--- config.mk ---
export PLATFORM = sky130hd
export DESIGN_NAME = inst_fetch_queue
export DESIGN_NICKNAME = d
export VERILOG_FILES = /design/src/rtl/fetch_pkg.sv /design/src/rtl/fetch_hw_ring.sv /design/src/rtl/inst_fetch_queue.sv
export SDC_FILE = /design/constraint.sdc
export NUM_CORES = 1
export LEC_CHECK = 0
export BUFFER_PORTS_ARGS = -buffer_cell sky130_fd_sc_hd__buf_2
export CORE_ASPECT_RATIO = 0.7
export CORE_MARGIN = 2
export CORE_UTILIZATION = 25
export DETAILED_ROUTE_END_ITERATION = 7
export GPL_TIMING_DRIVEN = 0
export HOLD_SLACK_MARGIN = 0.05
export PLACE_DENSITY_LB_ADDON = 0.08
export RECOVER_POWER = 100
export SLEW_MARGIN = 25
export SYNTH_ARGS = -nofsm -noshare
export SYNTH_HDL_FRONTEND = slang
export SYNTH_HIERARCHICAL = 1
export SYNTH_SLANG_ARGS = --single-unit
--- constraint.sdc ---
create_clock -name clk -period 2.8 [get_ports clk]
set_clock_uncertainty 0.15 [all_clocks]
set_input_delay 0.42 -clock clk [delete_from_list [all_inputs] [get_ports clk]]
set_output_delay 0.42 -clock clk [all_outputs]
set_load 0.01 [all_outputs]
--- src/rtl/fetch_pkg.sv ---
// Shared definitions for the instruction fetch queue: halfword width,
// compressed-instruction detection and the fetch-state flag bundle.
package fetch_pkg;

  localparam int HW_W = 16;

  // Low two bits of a halfword; all ones marks a 32-bit instruction.
  localparam logic [1:0] RVC_MASK = 2'b11;

  typedef struct packed {
    logic outstanding;  // a word request has been accepted and awaits its response
    logic discard;      // the outstanding response belongs to a flushed stream
    logic skip_low;     // first response after a redirect starts at its high half
  } fetch_flags_t;

  function automatic logic is_compressed(input logic [HW_W-1:0] hw);
    return (hw[1:0] & RVC_MASK) != RVC_MASK;
  endfunction

endpackage

--- src/rtl/fetch_hw_ring.sv ---
// Halfword ring storage for the fetch queue: DEPTH x 16 bits, two write
// ports at wr_ptr and wr_ptr+1, two read ports at rd_ptr and rd_ptr+1.
// The +1 neighbours wrap modulo DEPTH so a pair may straddle the end.
module fetch_hw_ring
  import fetch_pkg::*;
#(
  parameter  int DEPTH = 8,
  localparam int PW    = $clog2(DEPTH)
) (
  input  logic            clk,
  input  logic [PW-1:0]   wr_ptr,
  input  logic            wr_en0,
  input  logic [HW_W-1:0] wr_data0,
  input  logic            wr_en1,
  input  logic [HW_W-1:0] wr_data1,
  input  logic [PW-1:0]   rd_ptr,
  output logic [HW_W-1:0] rd_data0,
  output logic [HW_W-1:0] rd_data1
);

  logic [HW_W-1:0] mem [DEPTH];
  logic [PW-1:0]   wr_ptr1;
  logic [PW-1:0]   rd_ptr1;

  // Power-of-two depth: plain pointer overflow is the wrap.
  assign wr_ptr1 = wr_ptr + PW'(1);
  assign rd_ptr1 = rd_ptr + PW'(1);

  // Write up to two consecutive halfwords per cycle.
  // NOTE: the array has no reset; the parent's count decides which entries
  // are live, so stale contents are never presented as an instruction.
  // NOTE: clocked state uses non-blocking assignments so every register
  // samples pre-edge values regardless of statement order.
  always_ff @(posedge clk) begin
    if (wr_en0) mem[wr_ptr]  <= wr_data0;
    if (wr_en1) mem[wr_ptr1] <= wr_data1;
  end

  assign rd_data0 = mem[rd_ptr];
  assign rd_data1 = mem[rd_ptr1];

endmodule

--- src/rtl/inst_fetch_queue.sv ---
// Instruction fetch queue: issues one word request at a time, buffers the
// returned halfwords in a ring and hands whole instructions to decode.
// Build macro FETCH_RVC_EN enables 16-bit compressed instructions; without
// it every instruction is 32 bits and redirect targets are word aligned.
module inst_fetch_queue
  import fetch_pkg::*;
#(
  parameter int                DEPTH    = 8,
  parameter int                ADDR_W   = 32,
  parameter logic [ADDR_W-1:0] RESET_PC = '0
) (
  input  logic              clk,
  input  logic              rst,
  output logic              req_valid,
  output logic [ADDR_W-1:0] req_addr,
  input  logic              req_ready,
  input  logic              rsp_valid,
  input  logic [31:0]       rsp_data,
  input  logic              redirect,
  input  logic [ADDR_W-1:0] redirect_pc,
  output logic              inst_valid,
  input  logic              inst_ready,
  output logic [31:0]       inst_data,
  output logic [ADDR_W-1:0] inst_pc,
  output logic              inst_comp
);

  localparam int PW = $clog2(DEPTH);
  localparam int CW = PW + 1;

  logic [PW-1:0]     head;
  logic [PW-1:0]     tail;
  logic [CW-1:0]     count;
  logic [ADDR_W-1:0] fetch_pc;
  fetch_flags_t      flags;

  logic [HW_W-1:0]   head_hw;
  logic [HW_W-1:0]   next_hw;
  logic              head_comp;
  logic [CW-1:0]     need;
  logic [CW-1:0]     free;
  logic [CW-1:0]     wr_n;
  logic [CW-1:0]     pop_n;
  logic              rsp_take;
  logic              rsp_drop;
  logic              req_fire;
  logic              pop_fire;
  logic              wr_en0;
  logic              wr_en1;
  logic [HW_W-1:0]   wr_data0;
  logic [ADDR_W-1:0] redirect_base;
  logic [ADDR_W-1:0] redirect_inst_pc;
  logic              redirect_skip;

  fetch_hw_ring #(.DEPTH(DEPTH)) u_ring (
    .clk      (clk),
    .wr_ptr   (tail),
    .wr_en0   (wr_en0),
    .wr_data0 (wr_data0),
    .wr_en1   (wr_en1),
    .wr_data1 (rsp_data[31:16]),
    .rd_ptr   (head),
    .rd_data0 (head_hw),
    .rd_data1 (next_hw)
  );

  assign redirect_base = redirect_pc & ~ADDR_W'(3);

`ifdef FETCH_RVC_EN
  assign head_comp        = is_compressed(head_hw);
  assign redirect_inst_pc = redirect_pc;
  assign redirect_skip    = redirect_pc[1];
`else
  assign head_comp        = 1'b0;
  assign redirect_inst_pc = redirect_base;
  assign redirect_skip    = 1'b0;
`endif

  // Head instruction size and decode handshake; a redirect overrides the pop.
  assign need       = head_comp ? CW'(1) : CW'(2);
  assign inst_valid = rst && (count >= need);
  assign pop_fire   = inst_valid && inst_ready && !redirect;
  assign pop_n      = pop_fire ? need : '0;

  // Response handling: live responses are written, flushed ones dropped.
  assign rsp_take = rsp_valid && flags.outstanding && !flags.discard && !redirect;
  assign rsp_drop = rsp_valid && flags.outstanding && flags.discard;
  assign wr_en0   = rsp_take;
  assign wr_en1   = rsp_take && !flags.skip_low;
  assign wr_data0 = flags.skip_low ? rsp_data[31:16] : rsp_data[15:0];
  assign wr_n     = rsp_take ? (flags.skip_low ? CW'(1) : CW'(2)) : '0;

  // One request in flight, and only with room for a whole word.
  assign free      = CW'(DEPTH) - count;
  assign req_valid = rst && !redirect && (!flags.outstanding || rsp_drop) && (free >= CW'(2));
  assign req_addr  = fetch_pc;
  assign req_fire  = req_valid && req_ready;

  // Present the head instruction to decode; zero when nothing is ready.
  always_comb begin
    // NOTE: defaults first so every path assigns every output and no latch is inferred.
    inst_data = '0;
    inst_comp = 1'b0;
    if (inst_valid) begin
      inst_comp = head_comp;
      inst_data = head_comp ? {16'h0, head_hw} : {next_hw, head_hw};
    end
  end

  // Queue pointers, occupancy and the PC of the head halfword.
  always_ff @(posedge clk or negedge rst) begin
    if (!rst) begin
      head    <= '0;
      tail    <= '0;
      count   <= '0;
      inst_pc <= RESET_PC;
    end else if (redirect) begin
      head    <= '0;
      tail    <= '0;
      count   <= '0;
      inst_pc <= redirect_inst_pc;
    end else begin
      head  <= head + PW'(pop_n);
      tail  <= tail + PW'(wr_n);
      count <= count + wr_n - pop_n;
      if (pop_fire) inst_pc <= inst_pc + (head_comp ? ADDR_W'(2) : ADDR_W'(4));
    end
  end

  // Fetch address and request-tracking flags.
  always_ff @(posedge clk or negedge rst) begin
    if (!rst) begin
      fetch_pc <= RESET_PC;
      flags    <= '0;
    end else if (redirect) begin
      fetch_pc          <= redirect_base;
      // A response landing this very cycle is simply dropped; otherwise the
      // one still in flight must be thrown away when it arrives.
      flags.outstanding <= flags.outstanding && !rsp_valid;
      flags.discard     <= flags.outstanding && !rsp_valid;
      flags.skip_low    <= redirect_skip;
    end else begin
      if (req_fire) fetch_pc <= fetch_pc + ADDR_W'(4);
      if (req_fire) flags.outstanding <= 1'b1;
      else if (rsp_valid && flags.outstanding) flags.outstanding <= 1'b0;
      if (rsp_valid && flags.outstanding) flags.discard <= 1'b0;
      if (rsp_take) flags.skip_low <= 1'b0;
    end
  end

endmodule
==> run metrics, run 1 <==
vias=9,417; TritonCTS clock tree=built; CTS buffer count=17; Worst IR Drop VDD=332 uV; failing checks=negative setup slack; CTS root buffer=clkbuf_16; largest net degree at the start of global routing=44; gr ovfl total=0; clock latency on the worst-skew pair=0.47 ns; number of vias per cell=5.11; Worst Setup Slack, final=-0.201 ns; crit-path max FO=6; Clock Sinks=197; P_leak=5.67 nW; layout cell share with drive strength beyond 1=0.384; placed cell area=13,800 um2; IO buf count=160; commonest cells in the netlist=mux2_2 (152), edfxtp_1 (128), dfrtp_1 (69); drt wl/cell=26.5 um; Worst Hold Class=in -> reg; endpoint type of the worst setup path=output pin; DR DRC count=0; total core area=46,700 um2; HPWL after DPL=33,000 um; crit share post-route=1.07; design area=15,600 um2; DRT Pass-1 Iters=5; Final nets=1,299; 1st-iter DRT viols=655; WS Path Type=reg -> out; FMAX=0.333 GHz; CP startpoint=head[1]; cell taking the most area after synthesis=edfxtp_1; die area=49,300 um2; vias in the first global route=9,268; Clock transition at path regs=0.07 ns; synthesized instance count=968; status=complete, but fails checks; initial antenna violation count=0; gr usage total=0.197; Final setup viols=134; Post-synth ARST share=0.350; final hold vios=0; RePlAce Congestion=0.800; Layout area overhead=31.2%; RSZ-0062 raised after global routing=true; diodes inserted=0; sequential share of the synthesized area=0.469; Post-synth EDFFs=128; worst min-delay path startpoint=redirect_pc[10]; max-cap violations=0; top post-synthesis cells by area=edfxtp_1 (32%), dfrtp_1 (15%), mux2_2 (14%), mux4_2 (6.1%), mux2i_1 (2.8%); total number of H-tree levels=4; maximum clock path buffer count=2; actual slew at the worst max-slew pin=1.24 ns; critical path launch point type=flip-flop; Relative slew margins=0.175; Worst Hold Margin=0.0747 ns; DRT antenna net count=0; Synth Flop Type=edfxtp_1; number of synthesized register bits=197; Cell Pwr Density=530 nW/um2; Die H=186 um; origin of the critical flop-to-flop path=count[1]; FILL cells=4,721; starting density of the core=0.254; number of distinct library cells after synthesis=58; Avg Inst Size Synth=12.3 um2; first-pass GRT wire length=69,200 um; Yosys warnings=6; final critical-path required period=3.00 ns; crit path DAT=2.43 ns; fin. max-slew vios=0; Post-Syn Area=11,900 um2; CP required=2.23 ns; drt total wl=48,900 um; most common cell in the synthesized netlist=mux2_2; Synth top area share=0.324; chip width=264 um; Top Ports=169; number of cell rows=66; setup TNS=-10.21 ns
## cell usage in the layout (no fill, tap or decap), types with 8 or more instances in the layout
| master | n |
|---|---|
| clkbuf_16 | 21 |
| mux2_2 | 149 |
| nand2_1 | 49 |
| buf_6 | 14 |
| nor2b_4 | 12 |
| inv_1 | 10 |
| and3_1 | 43 |
| nand4_1 | 25 |
| edfxtp_1 | 128 |
| buf_4 | 34 |
| and2_1 | 41 |
| xnor2_1 | 17 |
| buf_2 | 93 |
| dlygate4sd3_1 | 14 |
| a2111oi_4 | 11 |
| nor2b_1 | 15 |
| o211ai_1 | 9 |
| clkbuf_1 | 100 |
| xor2_1 | 23 |
| conb_1 | 9 |
| nor4_1 | 12 |
| mux2_1 | 9 |
| mux4_2 | 32 |
| buf_12 | 12 |
| dfrtp_1 | 69 |
| nand3_1 | 34 |
| a2111oi_2 | 13 |
| nor2b_2 | 10 |
| and4_1 | 8 |
| mux2i_1 | 33 |
| o21ai_0 | 20 |
| nor2_1 | 17 |
## sequential cells by signal (all words and copies together) (netlist names)
name and flops:
head 2, req_addr 30, inst_pc 30, flags 2, count 3, tail 2
u_ring/mem 128
## final timing paths
| check | endpoint | slack, ns | depth (start not counted) |
|---|---|---|---|
| worst min-delay path | inst_pc[10] | 0.07 | 2 |
| min in group asynchronous | inst_pc[14] | 1.04 | 4 |
| max in group asynchronous | req_addr[24] | 0.51 | 5 |
| worst max-delay path | inst_data[26] | -0.20 | 9 |
| worst min register to register | req_addr[22] | 0.40 | 1 |
| worst max register to register | req_addr[27] | -0.09 | 11 |
## layer usage
metal | up-vias | part of all wire | track usage | wire [um]
met3 | 31 | 0.058 | 0.0505 | 2840
met2 | 260 | 0.44 | 0.285 | 21300
li1 | 4228 | - | - | -
met4 | 0 | 0.012 | 0.0402 | 588
met1 | 4898 | 0.49 | 0.295 | 24200
met5 | - | 0 | 0 | 0
## where the power goes
part | internal, W | switching, W
registers | 0.00324 | 0.000170
clock network | 0.00141 | 0.00121
logic | 0.000975 | 0.00124
total | 0.00563 | 0.00262
## stage by stage
step	util	setup WS [ns]	instances	total power, W
2_1_floorplan	-	0.0594	976	0.00444
3_3_place_gp	0.289	-2.10	1748	0.00521
4_1_cts	0.336	-0.228	1837	0.00828
3_5_place_dp	0.295	-1.18	1757	0.00523
5_1_grt	0.334	-0.297	1844	0.00862
6_report	0.334	-0.201	1844	0.00825
## cells by family (layout without fill, tap and decap cells)
family	count (synthesis)	count (layout)	share of synthesized area
AOI/OAI and AO/OA	104	104	0.0654
DFF	197	197	0.469
and+or+nand+nor	307	307	0.148
xor gates and xnor gates	44	44	0.0337
buffers and inverters	79	335	0.0298
adders and majority gates	10	10	0.0118
other	1	9	0.000316
muxes	226	226	0.241
## repair_timing
item,in CTS,in global routing
resized for setup,193,43
cloned,2,1
buffers inserted,29,12
hold buffers,17,0
pin swaps,27,19
setup endpoints to repair,146,110
hold endpoints to repair,43,0
## worst max-delay path, stage by stage (launching register included)
cell       delay, ns
dfrtp_1         0.39
buf_6           0.13
ha_4            0.27
buf_12          0.14
clkbuf_16       0.16
buf_6           0.12
a2111oi_4       0.39
nor4_2          0.08
and2_1          0.17
buf_2           0.13
## final cells by class
type | count | area [um2] | area share
clock inverters | 12 | 150 | 0.00964
clock buffers | 20 | 437 | 0.0280
inverters | 11 | 41.3 | 0.00265
flip-flops and latches | 197 | 5570 | 0.358
multi-input cells | 700 | 6620 | 0.425
well taps | 612 | 766 | 0.0492
repair buffers | 227 | 1450 | 0.0930
plain buffers | 65 | 536 | 0.0344
No activity file was read; power rests on OpenSTA's default activity.
==> run 2: changes to the inputs <==
SYNTH_HIERARCHICAL = not set   (was 1)
==> run 2 against run 1 <==
  * The flow finishes with violations (max-capacitance violations, max-slew violations)
  * Sequential power hardly changed
  * Register-to-register slack improved by 0.20 ns
  * Critical path depth shrank 5
  * Cell area down 24%
  * Worst setup slack improved by 0.30 ns
  * Die area shrank 18%
  * Flip-flop and latch count unchanged
  * Synthesized cell count shrank 22%
  * Highest routed layer unchanged
  * Maximum frequency grew 11%
  * First-iteration DRC count decreased by 37%
  * Count of clock-buffer cells in the layout down 2
  * Non-clock buffer count is 53 lower
==> run metrics, run 2 <==
status=complete, but fails checks; failing checks=max-capacitance violations, max-slew violations; Worst Hold Margin=0.0888 ns; number of vias per cell=4.71; power share of the clock group=0.344; Cell Pwr Density=611 nW/um2; switching power=0.00222 W; Synth top area share=0.398; Seq pwr share=0.469; Die H=169 um; Hold Path End=inst_pc[8]; sequential share of the synthesized area=0.576; Post-synth ARST share=0.350; number of distinct library cells after synthesis=51; HPWL after DPL=23,000 um; maximum clock path buffer count=2; commonest non-fill, non-tap cell in the layout=edfxtp_1; Final setup viols=0; final hold vios=0; Clock transition at path regs=0.08 ns; crit path DAT=2.13 ns; Post-Syn Area=9670 um2; number of cell rows=60; starting density of the core=0.252; DRT Pass-1 Iters=5; RR Endpoint=inst_pc[26]; Logic pwr share=0.187; CP required=2.23 ns; die area=40,300 um2; Top reg by flops=u_ring.mem; RSZ-0062 raised after global routing=true; Worst IR Drop VDD=384 uV; max reg flops=128; actual slew at the worst max-slew pin=1.60 ns; clock latency on the worst-skew pair=0.45 ns; crit-path max FO=10; Switching Fraction=0.307; origin of the critical flop-to-flop path=inst_pc[4]; DRT antenna net count=0; Clock Sinks=197; Post-synth EDFFs=128; final critical-path required period=2.70 ns; synthesized instance count=759; IO buf count=160; fin. max-slew vios=58; most frequent cells in the layout=edfxtp_1 (128), clkbuf_1 (122), nand2_1 (88); Top Ports=169; P_leak=4.33 nW; drt total wl=31,800 um; initial antenna violation count=0; largest net degree at the start of global routing=58; reg2reg setup slack=0.11 ns; first-pass GRT wire length=46,600 um; CTS buffer count=17; crit share post-route=0.966; top post-synthesis cells by area=edfxtp_1 (40%), dfrtp_1 (18%), mux4_2 (7.5%), mux2_2 (7.0%), nand2_1 (3.4%); RePlAce Congestion=0.757; Relative slew margins=-0.0654; vias=6,918; most common cell in the synthesized netlist=edfxtp_1; number of synthesized register bits=197; layout cell share with drive strength beyond 1=0.273; vias in the first global route=6,783; total number of H-tree levels=4; Worst Hold Class=in -> reg; total power=0.00725 W; FILL cells=3,986; Final nets=1,040; Yosys warnings=0; Avg Inst Size Synth=12.7 um2; drt wl/cell=21.7 um; critical path launch point type=flip-flop; 1st-iter DRT viols=410; CTS root buffer=clkbuf_16; Layout area overhead=22.9%; Power Internal=0.00503 W; max-cap violations=1; cell taking the most area after synthesis=edfxtp_1; commonest cells in the netlist=edfxtp_1 (128), nand2_1 (88), dfrtp_1 (69); chip width=239 um; FMAX=0.370 GHz; setup TNS=0 ns; total core area=38,300 um2; r2r worst-path depth=7; TritonCTS clock tree=built; WS Path Type=reg -> out; endpoint type of the worst setup path=output pin; hold depth=2; Synth Flop Type=edfxtp_1; gr usage total=0.160; DR DRC count=0; worst min-delay path startpoint=redirect_pc[8]; gr ovfl total=0
-- run 2: cell types whose count changed in the layout (fill, tap and decap cells not counted), sizes merged, moves of 30 or more --
cell	change
mux2	-101
buf	-78
and2	-40
nand2	+39
clkbuf	+35
nor2b	-33
a2111oi	-32
mux2i	-30
-- run 2: final cells by class --
cell class                      count  area (um2)  area share
Antenna cell                        1        2.50    0.000211
Buffer                             57         298      0.0251
Clock buffer                       18         429      0.0361
Clock inverter                     13         139      0.0117
Inverter                           22        85.1     0.00716
Multi-Input combinational cell    484        3840       0.324
Sequential cell                   197        5580       0.469
Tap cell                          496         621      0.0523
Timing Repair Buffer              182         885      0.0745
-- run 2: worst max path at each step --
stage | startpoint | end | cells after the start
final | head[1] | inst_data[4] | 4
after CTS | count[2] | count[3] | 8
after global routing | count[1] | req_valid | 6
after floorplan | redirect | u_ring.mem[1][10] | 6
after global placement | rst | count[3] | 8
after detailed placement | redirect | u_ring.mem[6][15] | 7
-- run 2: worst max-delay path: stages (launching register included) --
cell	delay, ns
dfrtp_2	0.45
clkbuf_4	0.32
mux4_2	0.52
and3_1	0.24
buf_2	0.15
-- run 2: cell families (layout without fill, tap and decap cells) --
kind of cell,count (synthesis),after routing,share of synthesized area
multiplexers,95,95,0.148
AND/OR/NAND/NOR,256,256,0.135
AO/OA/AOI/OAI,77,77,0.0551
other,1,6,0.000388
XOR/XNOR,42,42,0.0381
flip-flops,197,197,0.576
adder cells (fa/ha/maj),9,9,0.0132
buffers and inverters,82,292,0.0346
-- run 2: metal layers --
metal	track usage	up-vias	share of wire
met5	0	-	0
met4	0.0334	0	0.0083
met3	0.0328	13	0.041
met2	0.215	127	0.41
met1	0.258	3555	0.54
li1	-	3223	-
-- run 2: repair_timing --
item	CTS	global route
setup endpoints to repair	135	45
hold endpoints to repair	70	0
pin swaps	1	0
gates resized for setup	36	13
buffers inserted	7	6
hold buffers	4	0
-- run 2: power by group through the flow --
stage	combinational [W]	sequential [W]	clock (W)
after global placement	0.00136	0.00346	0
after detailed placement	0.00136	0.00346	0
after global routing	0.00149	0.00342	0.00269
after CTS	0.00141	0.00340	0.00259
final	0.00136	0.00340	0.00249
after floorplan	0.000716	0.00346	0
-- run 2: through the flow --
| step | instances | worst slack, ns | instance area, um2 | util |
|---|---|---|---|---|
| floorplan | 763 | 0.00116 | 9700 | - |
| global placement | 1419 | -1.73 | 11100 | 0.290 |
| detailed placement | 1424 | -0.846 | 11200 | 0.293 |
| CTS | 1464 | -0.0102 | 12000 | 0.313 |
| global route | 1469 | -0.0289 | 11900 | 0.310 |
| finish | 1470 | 0.0963 | 11900 | 0.310 |
